$ cat config.mk
export PLATFORM = sky130hd
export DESIGN_NAME = keypad_scanner
export DESIGN_NICKNAME = d
export VERILOG_FILES = /design/src/rtl/keypad_scanner.sv
export SDC_FILE = /design/constraint.sdc
export NUM_CORES = 1
export LEC_CHECK = 0
export CELL_PAD_IN_SITES_DETAIL_PLACEMENT = 0
export CELL_PAD_IN_SITES_GLOBAL_PLACEMENT = 2
export CORE_ASPECT_RATIO = 0.7
export CORE_MARGIN = 3
export CORE_UTILIZATION = 39
export DETAILED_ROUTE_END_ITERATION = 8
export HOLD_SLACK_MARGIN = 0.05
export PLACE_DENSITY = 0.9
export SYNTH_ARGS = -nofsm -noshare
export SYNTH_HDL_FRONTEND = slang
export SYNTH_SLANG_ARGS = --single-unit
$ cat constraint.sdc
create_clock -name clk -period 7.1 [get_ports clk]
set_input_delay 0.71 -clock clk [delete_from_list [all_inputs] [get_ports clk]]
set_output_delay 0.71 -clock clk [all_outputs]
set_load 0.05 [all_outputs]
$ cat src/rtl/keypad_scanner.sv
// 4x4 active-low matrix keypad scanner: column multiplexing, frame-level
// debounce of single-key presses/releases, and a valid/ready key code output.
module keypad_scanner #(
    parameter int SCAN_DIV       = 4096,
    parameter int DEBOUNCE_SCANS = 4
) (
    input  logic       clk,
    input  logic       rst,
    input  logic [3:0] row_n,
    output logic [3:0] col_n,
    output logic [3:0] key_code,
    output logic       key_valid,
    input  logic       key_ready,
    output logic       key_held,
    output logic       overrun
);

    // state    | meaning
    // S_IDLE   | no key down, waiting for a single-key frame
    // S_PRESS  | same single key seen for cnt consecutive frames
    // S_HELD   | press confirmed, key still down (no rollover)
    // S_REL    | empty frames seen for cnt consecutive frames
    localparam logic [1:0] S_IDLE  = 2'd0;
    localparam logic [1:0] S_PRESS = 2'd1;
    localparam logic [1:0] S_HELD  = 2'd2;
    localparam logic [1:0] S_REL   = 2'd3;

    localparam int DW = (SCAN_DIV > 1) ? $clog2(SCAN_DIV) : 1;
    localparam int CW = $clog2(DEBOUNCE_SCANS + 1);
    localparam logic [DW-1:0] DWELL_LAST = DW'(SCAN_DIV - 1);
    localparam logic [CW-1:0] CNT_ONE    = CW'(1);
    localparam logic [CW-1:0] CNT_LAST   = CW'(DEBOUNCE_SCANS);

    logic [3:0]    row_s1_q, row_s1_d, row_s2_q, row_s2_d;
    logic [1:0]    col_q, col_d;
    logic [DW-1:0] dwell_q, dwell_d;
    logic [15:0]   frame_q, frame_d;
    logic [1:0]    state_q, state_d;
    logic [CW-1:0] cnt_q, cnt_d;
    logic [3:0]    cand_q, cand_d;
    logic [3:0]    key_code_q, key_code_d;
    logic          key_valid_q, key_valid_d;
    logic          key_held_q, key_held_d;
    logic          overrun_q, overrun_d;

    logic          sample, eval, confirm, single, none;
    logic [3:0]    rows_on, hit_code;
    logic [15:0]   spread, frame_now;
    logic [4:0]    pop;
    logic [CW-1:0] cnt_inc;

    always_comb begin
        row_s1_d    = row_n;
        row_s2_d    = row_s1_q;
        col_d       = col_q;
        frame_d     = frame_q;
        state_d     = state_q;
        cnt_d       = cnt_q;
        cand_d      = cand_q;
        key_code_d  = key_code_q;
        key_valid_d = key_valid_q;
        key_held_d  = key_held_q;
        overrun_d   = 1'b0;
        confirm     = 1'b0;

        sample  = (dwell_q == DWELL_LAST);
        eval    = sample && (col_q == 2'd3);
        dwell_d = sample ? '0 : dwell_q + DW'(1);
        if (sample) begin
            col_d = col_q + 2'd1;
        end

        // Place each row's bit at row*4 and shift it over to the active column.
        rows_on   = ~row_s2_q;
        spread    = {3'b000, rows_on[3], 3'b000, rows_on[2],
                     3'b000, rows_on[1], 3'b000, rows_on[0]};
        frame_now = frame_q | (spread << col_q);
        if (sample) begin
            frame_d = eval ? '0 : frame_now;
        end

        pop      = '0;
        hit_code = '0;
        for (int i = 15; i >= 0; i--) begin
            pop = pop + {4'b0000, frame_now[i]};
            if (frame_now[i]) begin
                hit_code = 4'(i);
            end
        end
        single  = (pop == 5'd1);
        none    = (pop == 5'd0);
        cnt_inc = cnt_q + CNT_ONE;

        // Acceptance is applied before any confirm in the same cycle.
        if (key_valid_q && key_ready) begin
            key_valid_d = 1'b0;
        end

        if (eval) begin
            case (state_q)
                S_IDLE: begin
                    if (single) begin
                        cand_d = hit_code;
                        cnt_d  = CNT_ONE;
                        if (CNT_ONE == CNT_LAST) begin
                            confirm = 1'b1;
                        end else begin
                            state_d = S_PRESS;
                        end
                    end
                end
                S_PRESS: begin
                    if (single && hit_code == cand_q) begin
                        cnt_d = cnt_inc;
                        if (cnt_inc == CNT_LAST) begin
                            confirm = 1'b1;
                        end
                    end else if (single) begin
                        cand_d = hit_code;
                        cnt_d  = CNT_ONE;
                    end else begin
                        state_d = S_IDLE;
                        cnt_d   = '0;
                    end
                end
                S_HELD: begin
                    if (none) begin
                        if (CNT_ONE == CNT_LAST) begin
                            state_d    = S_IDLE;
                            key_held_d = 1'b0;
                            cnt_d      = '0;
                        end else begin
                            state_d = S_REL;
                            cnt_d   = CNT_ONE;
                        end
                    end
                end
                S_REL: begin
                    if (none) begin
                        cnt_d = cnt_inc;
                        if (cnt_inc == CNT_LAST) begin
                            state_d    = S_IDLE;
                            key_held_d = 1'b0;
                            cnt_d      = '0;
                        end
                    end else begin
                        state_d = S_HELD;
                        cnt_d   = '0;
                    end
                end
                default: begin
                    state_d = S_IDLE;
                    cnt_d   = '0;
                end
            endcase
        end

        if (confirm) begin
            state_d    = S_HELD;
            cnt_d      = '0;
            key_held_d = 1'b1;
            if (!key_valid_d) begin
                key_code_d  = hit_code;
                key_valid_d = 1'b1;
            end else begin
                overrun_d = 1'b1;
            end
        end
    end

    always_ff @(posedge clk or negedge rst) begin
        if (!rst) begin
            row_s1_q    <= 4'hF;
            row_s2_q    <= 4'hF;
            col_q       <= '0;
            dwell_q     <= '0;
            frame_q     <= '0;
            state_q     <= S_IDLE;
            cnt_q       <= '0;
            cand_q      <= '0;
            key_code_q  <= '0;
            key_valid_q <= 1'b0;
            key_held_q  <= 1'b0;
            overrun_q   <= 1'b0;
        end else begin
            row_s1_q    <= row_s1_d;
            row_s2_q    <= row_s2_d;
            col_q       <= col_d;
            dwell_q     <= dwell_d;
            frame_q     <= frame_d;
            state_q     <= state_d;
            cnt_q       <= cnt_d;
            cand_q      <= cand_d;
            key_code_q  <= key_code_d;
            key_valid_q <= key_valid_d;
            key_held_q  <= key_held_d;
            overrun_q   <= overrun_d;
        end
    end

    assign col_n     = ~(4'b0001 << col_q);
    assign key_code  = key_code_q;
    assign key_valid = key_valid_q;
    assign key_held  = key_held_q;
    assign overrun   = overrun_q;

endmodule

==> flow_summary_export.csv <==
group,metric,value,unit
cts,worstSkewPairLatency,300,ps
layout,stdcell_area,0.00385,mm^2
power_and_ir_drop,ir_drop,0.000100,V
synth,synth_seq_area_share,39.8,%
route,ant_nets,0,
global_routing,grt_pass1_vias,2569,
route,drc_errors,0,
synth,yosys_warnings,0,
global_routing,grt_use_met2,22.9,%
die,fp-row-count,27,
cts,clkTransAtPathRegs,70,ps
cts,root_buffer,"clkbuf_16",
synth,syn-cell-area,0.00342,mm^2
sta,period_minus_slack,6030,ps
synth,yosys.area.top_type_share,33.7,%
synth,synthCells,356,
die,die_area,0.00995,mm^2
die,dieWidth,118,um
sta,setup_viol,0,
synth,synth_area_leader_cell,"dfrtp_1",
power_and_ir_drop,power.internal,0.475,mW
die,pin_count,18,
sta,hold_viol_final,0,
sta,clock.fmax,166,MHz
synth,synth_top_flop_cell,"dfrtp_1",
global_routing,met3_usage,3.30,%
cts,post_cts_resize_count,0,
route,wl,7800,um
global_routing,grt.overflow.total,0,
global_routing,grt_pass1_wl,13700,um
route,wl_per_cell,16.0,um
sta,fin_crit_sh,84.9,%
synth,synthesis.nets,385,
critical_path,end_kind,"flop",
layout,drive_gt1_share,9.95,%
route,vias,2619,
synth,synthTopCellsByArea,"dfrtp_1, dfstp_2, fa_1",
placed_design,place.gp.congestion,0.883,
critical_path,worst_path_max_delay_cell,"dfrtp_1",
cts,ctsHoldBuffers,0,
synth,ys_async_sr_fraction,100,%
power_and_ir_drop,p_seq_share,50.4,%
global_routing,grt_start_max_net_pins,55,
cts,cts_buffer_depth,2,
placed_design,dpl-instance-area,0.00370,mm^2
power_and_ir_drop,power_frac_clock,41.2,%
global_routing,met1_usage,27.7,%
synth,syn_area_per_cell,9.61,um^2
worst_hold_path,min_path_type,"reg -> reg",
sta,worstMarginPinSlew,756,ps
global_routing,busiest_layer,"met1",
route,dr.pass1.iters,5,
critical_path,worstSetupPathType,"reg -> reg",
critical_path,cpPeakStageDelay,830,ps
route,vias_per_cell,5.37,
sta,final.setup.tns,0,ps
cts,cts_tree,"done",
cts,clock-sinks,54,
global_routing,grt_use_total,17.1,%
layout,final_nets,400,
layout,final_cell_mix,"dfrtp_1, nor2_1, nand2_1, inv_1, a21oi_1",
synth,synth_edf_count,0,
power_and_ir_drop,leakagePower,1.75,nW
critical_path,cp_common_cell,"fa_1",
power_and_ir_drop,p_sw_share,23.9,%
flow_run,cap_violations,0,
route,drtIter0Drc,252,
critical_path,cp.arrival,6210,ps
critical_path,cp.required,7280,ps
worst_hold_path,hold_depth,0,
placed_design,portBuffers,17,
power_and_ir_drop,power.switching,0.150,mW
sta,max_slew_margin,49.6,%
cts,post_cts_buffers,0,
layout,synthToLayoutAreaGrowth,12.6,%
outcome,outcome,"completed",
layout,num_antenna_cells,0,
sta,timing.hold.ws,358,ps
cts,htree_levels,2,
power_and_ir_drop,combPwrFrac,8.4,%
layout,num-fill-cells,770,
sta,rsz0062_at_grt,"no",
global_routing,antenna_found_initial,0,
critical_path,path_cells,"inv_1 -> nand2_1 -> nor2_1 -> nor2_1 -> fa_1 -> fa_1 -> fa_1 -> inv_1 -> fa_1 -> ha_1 -> fa_1 -> or4_1 -> o22ai_2 -> o2111a_1 -> nand2_1 -> nand4b_1 -> o21ai_1 -> mux2_1",
layout,final_common_cell,"dfrtp_1",
critical_path,startpoint_type,"flop",
placed_design,hpwlAfterDp,5670,um
die,die_h,84.3,um
critical_path,worst-path-max-fanout,23,
sta,finClkSkew,10.4,ps
synth,synth.distinct_cells,67,
sta,finalMaxSlewViolations,0,
power_and_ir_drop,p_per_area,162,mW/mm^2
cts,cts-buffers-inserted,5,
die,start_util,41.8,%
critical_path,reg2reg_depth,18,
synth,synth_seq_cells,54,
die,core,0.00818,mm^2
Yosys cell counts (3+ instances only):
cell type  instances
nand2b_1           6
a21oi_1           20
nand2_1           21
o21a_1             4
dfrtp_1           46
o21bai_1           3
dfstp_2            8
o21ai_0           17
nor2_1            42
inv_1             20
mux2_1             6
xor2_1            10
a31oi_1           13
nand3_1           12
nand4_1            3
buf_2              4
and3_1             5
or2_2              5
clkbuf_1           6
xnor2_1            4
a21o_1             6
fa_1               9
ha_1              13
nor3_1             4
a211o_1            3
and2_1             5
nor3b_1            3
nor2b_1           12
nor4b_1            4
metrics by stage:
| stage | cells | worst slack [ps] | total power [mW] | utilization (%) |
|---|---|---|---|---|
| 5_1_grt | 488 | 675 | 0.658 | 47.1 |
| 6_report | 488 | 1070 | 0.625 | 47.1 |
| 2_1_floorplan | 356 | 1750 | 0.355 | - |
| 4_1_cts | 488 | 1090 | 0.637 | 47.1 |
| 3_3_place_gp | 480 | 1240 | 0.373 | 45.2 |
| 3_5_place_dp | 480 | 1100 | 0.374 | 45.2 |
flip-flops by register name, summed over array words and instances, names as in the netlist, 2 cells and up:
register / cells
row_s2_q: 4
row_s1_q: 4
cnt_q: 3
state_q: 2
dwell_q: 12
frame_q: 16
cand_q: 4
col_q: 2
key_code: 4
critical path: cells and delay by family, from the launching register on:
kind	cells	cell delay [ps]
AOI/OAI and AO/OA	3	790
and+or+nand+nor	6	1010
buffers and inverters	2	340
adders and majority gates	6	2550
DFF	1	830
muxes	1	360
logic make-up (layout without fill, tap and decap cells):
family / Yosys count / count (layout) / share of synthesized area [%]
and+or+nand+nor: 134 / 134 / 20.8
AOI/OAI and AO/OA: 89 / 89 / 18.6
DFF: 54 / 54 / 39.8
buffers and inverters: 34 / 50 / 4.10
adders and majority gates: 22 / 22 / 10.0
xor gates and xnor gates: 15 / 15 / 4.06
muxes: 8 / 8 / 2.60
metal layers:
metal | share of wire [%] | up-vias
met5 | 0 | -
met4 | 0.67 | 0
met3 | 5.3 | 5
met2 | 40 | 54
met1 | 54 | 1276
li1 | - | 1284
final timing paths:
path / to / slack [ps] / startpoint
setup reg to reg: cand_q[3]$_DFFE_PN0P_ / 1070 / col_q[1]$_DFFE_PN0N_
setup / recovery: cand_q[3]$_DFFE_PN0P_ / 1070 / col_q[1]$_DFFE_PN0N_
max in group asynchronous: frame_q[4]$_DFFE_PN0N_ / 6110 / rst
hold reg to reg: row_s2_q[3]$_DFF_PN1_ / 360 / row_s1_q[3]$_DFF_PN1_
min in group asynchronous: frame_q[15]$_DFFE_PN0N_ / 540 / rst
hold / removal: row_s2_q[3]$_DFF_PN1_ / 360 / row_s1_q[3]$_DFF_PN1_
cell type report:
type                    count  area, um^2  area share [%]
clock inverters             1        8.76           0.227
flip-flops and latches     54        1360            35.4
well taps                 116         145            3.77
inverters                  21        78.8            2.05
multi-input cells         268        1920            49.8
clock buffers               7         143            3.70
repair buffers             21         195            5.07
power by group through the flow:
stage          sequential, mW  combinational, mW  clock, mW
3_5_place_dp            0.321             0.0530          0
2_1_floorplan           0.319             0.0364          0
5_1_grt                 0.316             0.0601      0.282
4_1_cts                 0.315             0.0533      0.269
6_report                0.315             0.0527      0.257
3_3_place_gp            0.321             0.0522          0
Power figures use the tool's default switching activity.
